File: config.mk
export PLATFORM = sky130hd
export DESIGN_NAME = ex_mem_stage
export DESIGN_NICKNAME = d
export VERILOG_FILES = /design/src/rtl/ex_mem_stage.sv
export SDC_FILE = /design/constraint.sdc
export NUM_CORES = 1
export LEC_CHECK = 0
export BUFFER_PORTS_ARGS = -buffer_cell sky130_fd_sc_hd__buf_4
export CAP_MARGIN = 30
export CELL_PAD_IN_SITES_DETAIL_PLACEMENT = 0
export CELL_PAD_IN_SITES_GLOBAL_PLACEMENT = 1
export CORE_MARGIN = 2
export CORE_UTILIZATION = 31
export DETAILED_ROUTE_END_ITERATION = 7
export PLACE_DENSITY_LB_ADDON = 0.1
export RECOVER_POWER = 50
export SKIP_LAST_GASP = 1
export SYNTH_ARGS = -nofsm -noshare
export SYNTH_HDL_FRONTEND = slang
export SYNTH_SLANG_ARGS = --single-unit
File: constraint.sdc
create_clock -name clk -period 3.1 [get_ports clk]
set_input_delay 0.62 -clock clk [delete_from_list [all_inputs] [get_ports clk]]
set_output_delay 0.62 -clock clk [all_outputs]
set_load 0.01 [all_outputs]
File: src/rtl/ex_mem_stage.sv
// EX/MEM pipeline register: captures execute results for the memory stage,
// resolves branch/JAL/JALR into a one-cycle front-end redirect, and squashes wrong-path work.
module ex_mem_stage #(
  parameter int XLEN   = 32,
  parameter int SHADOW = 2
) (
  input  logic            clk,
  input  logic            rst,
  input  logic            mem_stall,
  input  logic            ex_valid,
  input  logic [XLEN-1:0] ex_pc,
  input  logic [XLEN-1:0] ex_imm,
  input  logic [XLEN-1:0] alu_result,
  input  logic            branch,
  input  logic            ex_is_branch,
  input  logic            ex_is_jal,
  input  logic            ex_is_jalr,
  input  logic [XLEN-1:0] ex_rs2_data,
  input  logic [4:0]      ex_rd,
  input  logic            ex_reg_write,
  input  logic            ex_mem_read,
  input  logic            ex_mem_write,
  input  logic [2:0]      ex_funct3,
  output logic            mem_valid,
  output logic [XLEN-1:0] mem_result,
  output logic [XLEN-1:0] mem_store_data,
  output logic [4:0]      mem_rd,
  output logic            mem_reg_write,
  output logic            mem_mem_read,
  output logic            mem_mem_write,
  output logic [2:0]      mem_funct3,
  output logic            mem_misalign,
  output logic            redirect_valid,
  output logic [XLEN-1:0] redirect_pc,
  output logic            flush_if_id,
  output logic            fwd_en,
  output logic [4:0]      fwd_rd,
  output logic [XLEN-1:0] fwd_data
);

  typedef enum logic {RUN, SQUASH} state_t;

  state_t          state;
  logic [2:0]      squash_cnt;
  logic            taken;
  logic            tgt_misalign;
  logic [XLEN-1:0] target;
  logic [XLEN-1:0] link;

  always_comb begin
    taken  = ex_valid & (ex_is_jal | ex_is_jalr | (ex_is_branch & branch));
    target = ex_is_jalr ? {alu_result[XLEN-1:1], 1'b0} : ex_pc + ex_imm;
    link   = ex_pc + XLEN'(4);
    tgt_misalign = taken & target[1];
  end

  always_ff @(posedge clk) begin
    if (rst) begin
      state          <= RUN;
      squash_cnt     <= '0;
      mem_valid      <= 1'b0;
      mem_result     <= '0;
      mem_store_data <= '0;
      mem_rd         <= '0;
      mem_reg_write  <= 1'b0;
      mem_mem_read   <= 1'b0;
      mem_mem_write  <= 1'b0;
      mem_funct3     <= '0;
      mem_misalign   <= 1'b0;
      redirect_valid <= 1'b0;
      redirect_pc    <= '0;
    end else begin
      // Pulse drops on every edge, stalled or not, so it is never repeated.
      redirect_valid <= 1'b0;
      if (!mem_stall) begin
        if (state == SQUASH) begin
          mem_valid     <= 1'b0;
          mem_reg_write <= 1'b0;
          mem_mem_read  <= 1'b0;
          mem_mem_write <= 1'b0;
          mem_misalign  <= 1'b0;
          squash_cnt    <= squash_cnt - 3'd1;
          if (squash_cnt == 3'd1)
            state <= RUN;
        end else begin
          mem_valid     <= ex_valid;
          mem_reg_write <= ex_valid & ex_reg_write & ~tgt_misalign;
          mem_mem_read  <= ex_valid & ex_mem_read;
          mem_mem_write <= ex_valid & ex_mem_write;
          mem_misalign  <= tgt_misalign;
          if (ex_valid) begin
            mem_result     <= (ex_is_jal | ex_is_jalr) ? link : alu_result;
            mem_store_data <= ex_rs2_data;
            mem_rd         <= ex_rd;
            mem_funct3     <= ex_funct3;
          end
          if (taken && !target[1]) begin
            redirect_valid <= 1'b1;
            redirect_pc    <= target;
            state          <= SQUASH;
            squash_cnt     <= 3'(SHADOW);
          end
        end
      end
    end
  end

  always_comb begin
    flush_if_id = redirect_valid;
    fwd_en      = mem_valid & mem_reg_write & (mem_rd != 5'd0);
    fwd_rd      = mem_rd;
    fwd_data    = mem_result;
  end

endmodule
### Yosys cells after proc, flatten, opt, wreduce, memory -nomap -nowiden

Index checks and enable logic that the tools add are counted.

| operators by class | value |
|---|---|
| equality and inequality tests | 1 |
| bitwise logic cells | 14 |
| reductions and logical operators | 8 |
| $add $sub $neg | 3 |
| multiplexer cells | 12 |

Operators with widths:

| operator | count |
|---|---|
| two-way mux 32 bit | 2 |
| adder 32 x 3 -> 32 bit (second input constant) | 1 |
| adder 32 bit | 1 |
| AND 1 bit | 9 |
| two-way mux 1 bit | 8 |
| two-way mux 3 bit | 2 |
| AND reduction 3 bit | 2 |
| nonzero test 5 bit | 1 |
| equality test 3 x 1 -> 1 bit (second input constant) | 1 |
| NOT 1 bit | 3 |
| OR reduction 3 bit | 1 |
| subtractor 3 x 1 -> 3 bit (second input constant) | 1 |
| bitwise OR 1 bit | 2 |
| AND reduction 2 bit | 1 |
| nonzero test 2 bit | 1 |
| logical AND 1 bit | 1 |
| logical NOT 1 bit | 1 |

| storage, ports and cells | value |
|---|---|
| output and inout port bits | 149 |
| input port bits | 147 |
| register bits after elaboration | 114 |

### Longest topological paths before layout

| depth | value |
|---|---|
| word-level depth | 7 |
| depth in mapped cells | 11 |
| depth with buffers taken out | 10 |

### Least setup slack after synthesis

No wires, ideal clock.

| path | value |
|---|---|
| kind | input to register |
| start | input port ex_pc[0] |
| end | register redirect_pc[26] |
| data arrival time | 2.875 ns |
| stages | 11 |
| setup slack | 0.168 ns |
| library setup time | 0.058 ns |
| cells stage by stage | ha_1 -> inv_1 -> fa_1 -> a21oi_1 -> or4_4 -> buf_6 -> or3_1 -> buf_2 -> or3_1 -> o221ai_1 -> a211o_1 |

| on the way | value |
|---|---|
| longest elaborated chain between the ends | 5 |

Ends and longest elaborated chain:

| what | RTL line | RTL |
|---|---|---|
| start, declared | 11 | `input logic [XLEN-1:0] ex_pc,` |
| adder 32 bit (*) | 52 | `target = ex_is_jalr ? {alu_result[XLEN-1:1], 1'b0} : ex_pc + ex_imm;` |
| two-way mux 32 bit (*) | 52 |  |
| logical NOT 1 bit | 97 | `if (taken && !target[1]) begin` |
| logical AND 1 bit | 97 |  |
| AND reduction 3 bit (no line) | n/a |  |
| end signal, assigned | 99 | `redirect_pc <= target;` |
| end, declared | 34 | `output logic [XLEN-1:0] redirect_pc,` |

Mark *: on every way between the ends. The rest lies on a longest branch, timed or not.
A chain may end at the register's enable or synchronous reset.

### Worst setup path in the final report

| path | value |
|---|---|
| start | input port ex_pc[0] |
| end | register redirect_pc[10] |

Same word-level chain as after synthesis.

==> summary.txt <==
Status
  – Outcome: completed

Setup path
  – CP Capture Type: flip-flop
  – Worst Setup EP: redirect_pc[10]
  – RR Startpoint: state
  – RR Endpoint: redirect_pc[10]
  – Crit path max-delay cell type: fa_1
  – Crit path launch type: input pin
  – Crit path kind: input pin to flip-flop
  – Flop2flop setup slack: 1.21 ns
  – R2r worst-path depth: 6
  – Required time worst endpoint: 3.40 ns
  – Critical Path Max Stage Delay: 0.54 ns
  – Crit path DAT: 2.92 ns
  – Most frequent cell on the critical path: buf_4
  – Critical Path Start: ex_pc[0]
  – Largest fanout on the critical path: 17
  – Worst path cell trace: buf_4 > ha_1 > inv_1 > fa_1 > a21oi_1 > or4_4 > buf_4 > or3_1 > o21ai_0 > a311o_1 > nor2_1

Yosys
  – Top FF cell, synth: dfxtp_1
  – Library cells used by synthesis: 64
  – Async SR Flop Fraction: 0%
  – Yosys Warn Count: 0
  – Mean Syn Cell Area: 7.422 µm²
  – Sequential element share of the synthesized area: 32.13%
  – FF+latch count, synth: 114
  – Synth area leaders: dfxtp_1, a21oi_1, nand2_1
  – Share of the synthesized area in the top cell type: 32.13%
  – Cell area after synthesis: 7103 µm²
  – Synth Instances: 957
  – Syn nets: 1,139
  – Post-synth EDFFs: 0
  – Yosys top cell by area: dfxtp_1

Detailed routing
  – Vias: 7,810
  – Detailed Route Iter0 Violations: 580
  – DRC: 0
  – Wire per inst: 18.49 µm
  – Pre-antenna DRT Iters: 6
  – Vias per cell: 5.115
  – Final WL: 28,230 µm
  – Antenna viol nets, final: 0

Pwr
  – PD cells: 478.0 nW/µm²
  – Leakage: 0.003950 µW
  – Max VDD drop: 0.2384 mV

Timing
  – Setup TNS: 0 ns
  – Count of final hold-check violations: 0
  – Worst Max-Slew Pin Slew: 0.6189 ns
  – Final Cycle Share: 84.45%
  – Final min period: 2.618 ns
  – Peak Freq: 0.3820 GHz
  – Slew headroom: 58.31%
  – Worst Clk Skew: 0.009785 ns
  – Post-route setup slack: 0.4822 ns
  – Fin. max-slew vios: 0
  – Unrepaired setup endpoints after global routing: false
  – Setup-failing EPs final: 0

Placed design
  – Hpwl dp: 22,210 µm
  – Pre-CTS WS: 0.04378 ns
  – Placer congestion estimate: 0.8334
  – Cell total after placement: 1,495
  – Port buffer count: 295
  – Dpl cell area: 9604 µm²

Clocking
  – CTS tree: yes
  – Post-cts hold buffer count: 0
  – CTS root buffer: clkbuf_16
  – CTS resizes: 0
  – Total CTS buffers: 17
  – CTS H-Tree Depth: 4
  – Clk buf depth: 2
  – Clk_lat worst skew: 0.42 ns
  – Worst-path clk slew: 0.06 ns
  – Post-CTS setup repair buffer count: 0
  – Sink Count: 114

Global routing
  – Vias in the first global route: 7,238
  – Initial antenna violation count: 0
  – Global route overflow: 0
  – First-pass GRT wire length: 42,010 µm
  – Largest net degree at the start of global routing: 52
  – Total Routing Usage GR: 22.40%

Floorplanning
  – Core ar.: 22,570 µm²
  – DIE AREA: 24,140 µm²
  – Effective utilization at floorplan: 31.47%
  – Die Y: 155.4 µm
  – I/O pin total: 296
  – Core Rows: 55
  – Die width: 155.4 µm

Run
  – Max cap viols: 0

Cells and area
  – Core Util, Final: 43.01%
  – Final instance area: 9708 µm²
  – Final std cells w/o fill: 1,527
  – Share of layout cells above drive strength 1: 21.18%
  – NumNets Final: 1,411
  – Area growth from synthesis to layout: 36.67%
  – Antenna diodes: 0

Worst hold path
  – Worst hold path type: input pin to flip-flop
==> worst min-delay path by stage <==
| stage | end | start | depth (start not counted) | slack (ns) |
|---|---|---|---|---|
| CTS | mem_mem_read | ex_mem_read | 3 | 0.43 |
| global route | mem_store_data[23] | ex_rs2_data[23] | 3 | 0.43 |
| floorplan | squash_cnt[1] | squash_cnt[1] | 2 | 0.47 |
| detailed placement | mem_store_data[18] | mem_store_data[18] | 2 | 0.45 |
| global placement | mem_store_data[23] | mem_store_data[23] | 2 | 0.44 |
| finish | mem_mem_read | ex_mem_read | 3 | 0.45 |
==> cells by family (layout without fill, tap and decap cells) <==
family,after synthesis,after routing,synth area share [%]
compound gates,276,276,23.87
xor+xnor,44,44,5.425
fa+ha+maj,35,35,6.271
buf+inv,107,392,7.839
flops,114,114,32.13
mux,1,1,0.1409
simple gates,380,380,24.33
==> state kept, by name, indices dropped and copies added, names as in the netlist, 3 cells and up <==
| register | cells |
|---|---|
| fwd_data | 32 |
| fwd_rd | 5 |
| mem_funct3 | 3 |
| mem_store_data | 32 |
| redirect_pc | 32 |
| squash_cnt | 3 |
==> per-stage QoR <==
| stage | hold WS (ns) | total power [µW] |
|---|---|---|
| 4_1_cts | 0.4299 | 4748 |
| 3_5_place_dp | 0.4468 | 2771 |
| 5_1_grt | 0.4339 | 4865 |
| 2_1_floorplan | 0.4693 | 2222 |
| 6_report | 0.4453 | 4641 |
| 3_3_place_gp | 0.4429 | 2771 |
==> Yosys cell counts (4+ instances only) <==
library cell  count
nand2_1         160
a21oi_1         125
dfxtp_1         114
nor2_1           92
clkbuf_1         49
o21ai_0          41
buf_4            39
ha_1             34
a211oi_1         32
xor2_1           28
nand3_1          25
nor3_1           20
and3_1           18
nand4_1          18
xnor2_1          16
or3_1            13
a31oi_1          10
inv_1            10
a21o_1            9
o211ai_1          8
buf_1             6
nor4_1            6
a211o_1           5
a311oi_1          5
and4_1            5
o21a_1            5
nor2b_1           4
o2111ai_1         4
==> worst max-delay path: cells and delay by family <==
| kind | cells | cell delay, ns |
|---|---|---|
| adders and majority gates | 2 | 0.75 |
| and+or+nand+nor | 3 | 0.82 |
| AOI/OAI and AO/OA | 3 | 0.34 |
| buffers and inverters | 3 | 0.39 |
==> power by group <==
part / total, µW / internal (µW) / switching, µW
clock network: 1970 / 1210 / 753
registers: 1600 / 1540 / 58.3
logic: 1070 / 455 / 617
total: 4640 / 3210 / 1430
==> cells in the final DEF, fill, tap and decap left out, types with 4 or more instances in the layout <==
master,instances
a211o_1,5
ha_1,34
o211ai_1,8
clkbuf_1,131
clkbuf_16,17
a311oi_1,5
clkinv_4,7
nor2_1,92
xnor2_1,16
buf_4,216
nand3_1,25
nor3_1,20
a21o_1,9
a211oi_1,32
xor2_1,28
inv_1,10
o21ai_0,41
nand2_1,159
nor4_1,5
a21oi_1,125
or3_1,13
o2111ai_1,4
and3_1,18
dfxtp_1,114
nor2b_1,4
nand4_1,18
and4_1,5
a31oi_1,10
o21a_1,5
==> routing by layer <==
layer | global-route usage [%] | share of wire [%]
met5 | 0 | 0
met4 | 4.587 | 0.88
met3 | 3.788 | 5.6
met2 | 35.38 | 45
met1 | 32.14 | 49
==> final cells by class <==
type,count,area (µm²)
clock buffers,18,439.2
clock inverters,14,156.4
fillers,2494,12860
inverters,11,41.29
multi-input cells,736,4279
flip-flops and latches,114,2282
well taps,285,356.6
repair buffers,349,2153
No activity file was read; power rests on OpenSTA's default activity.
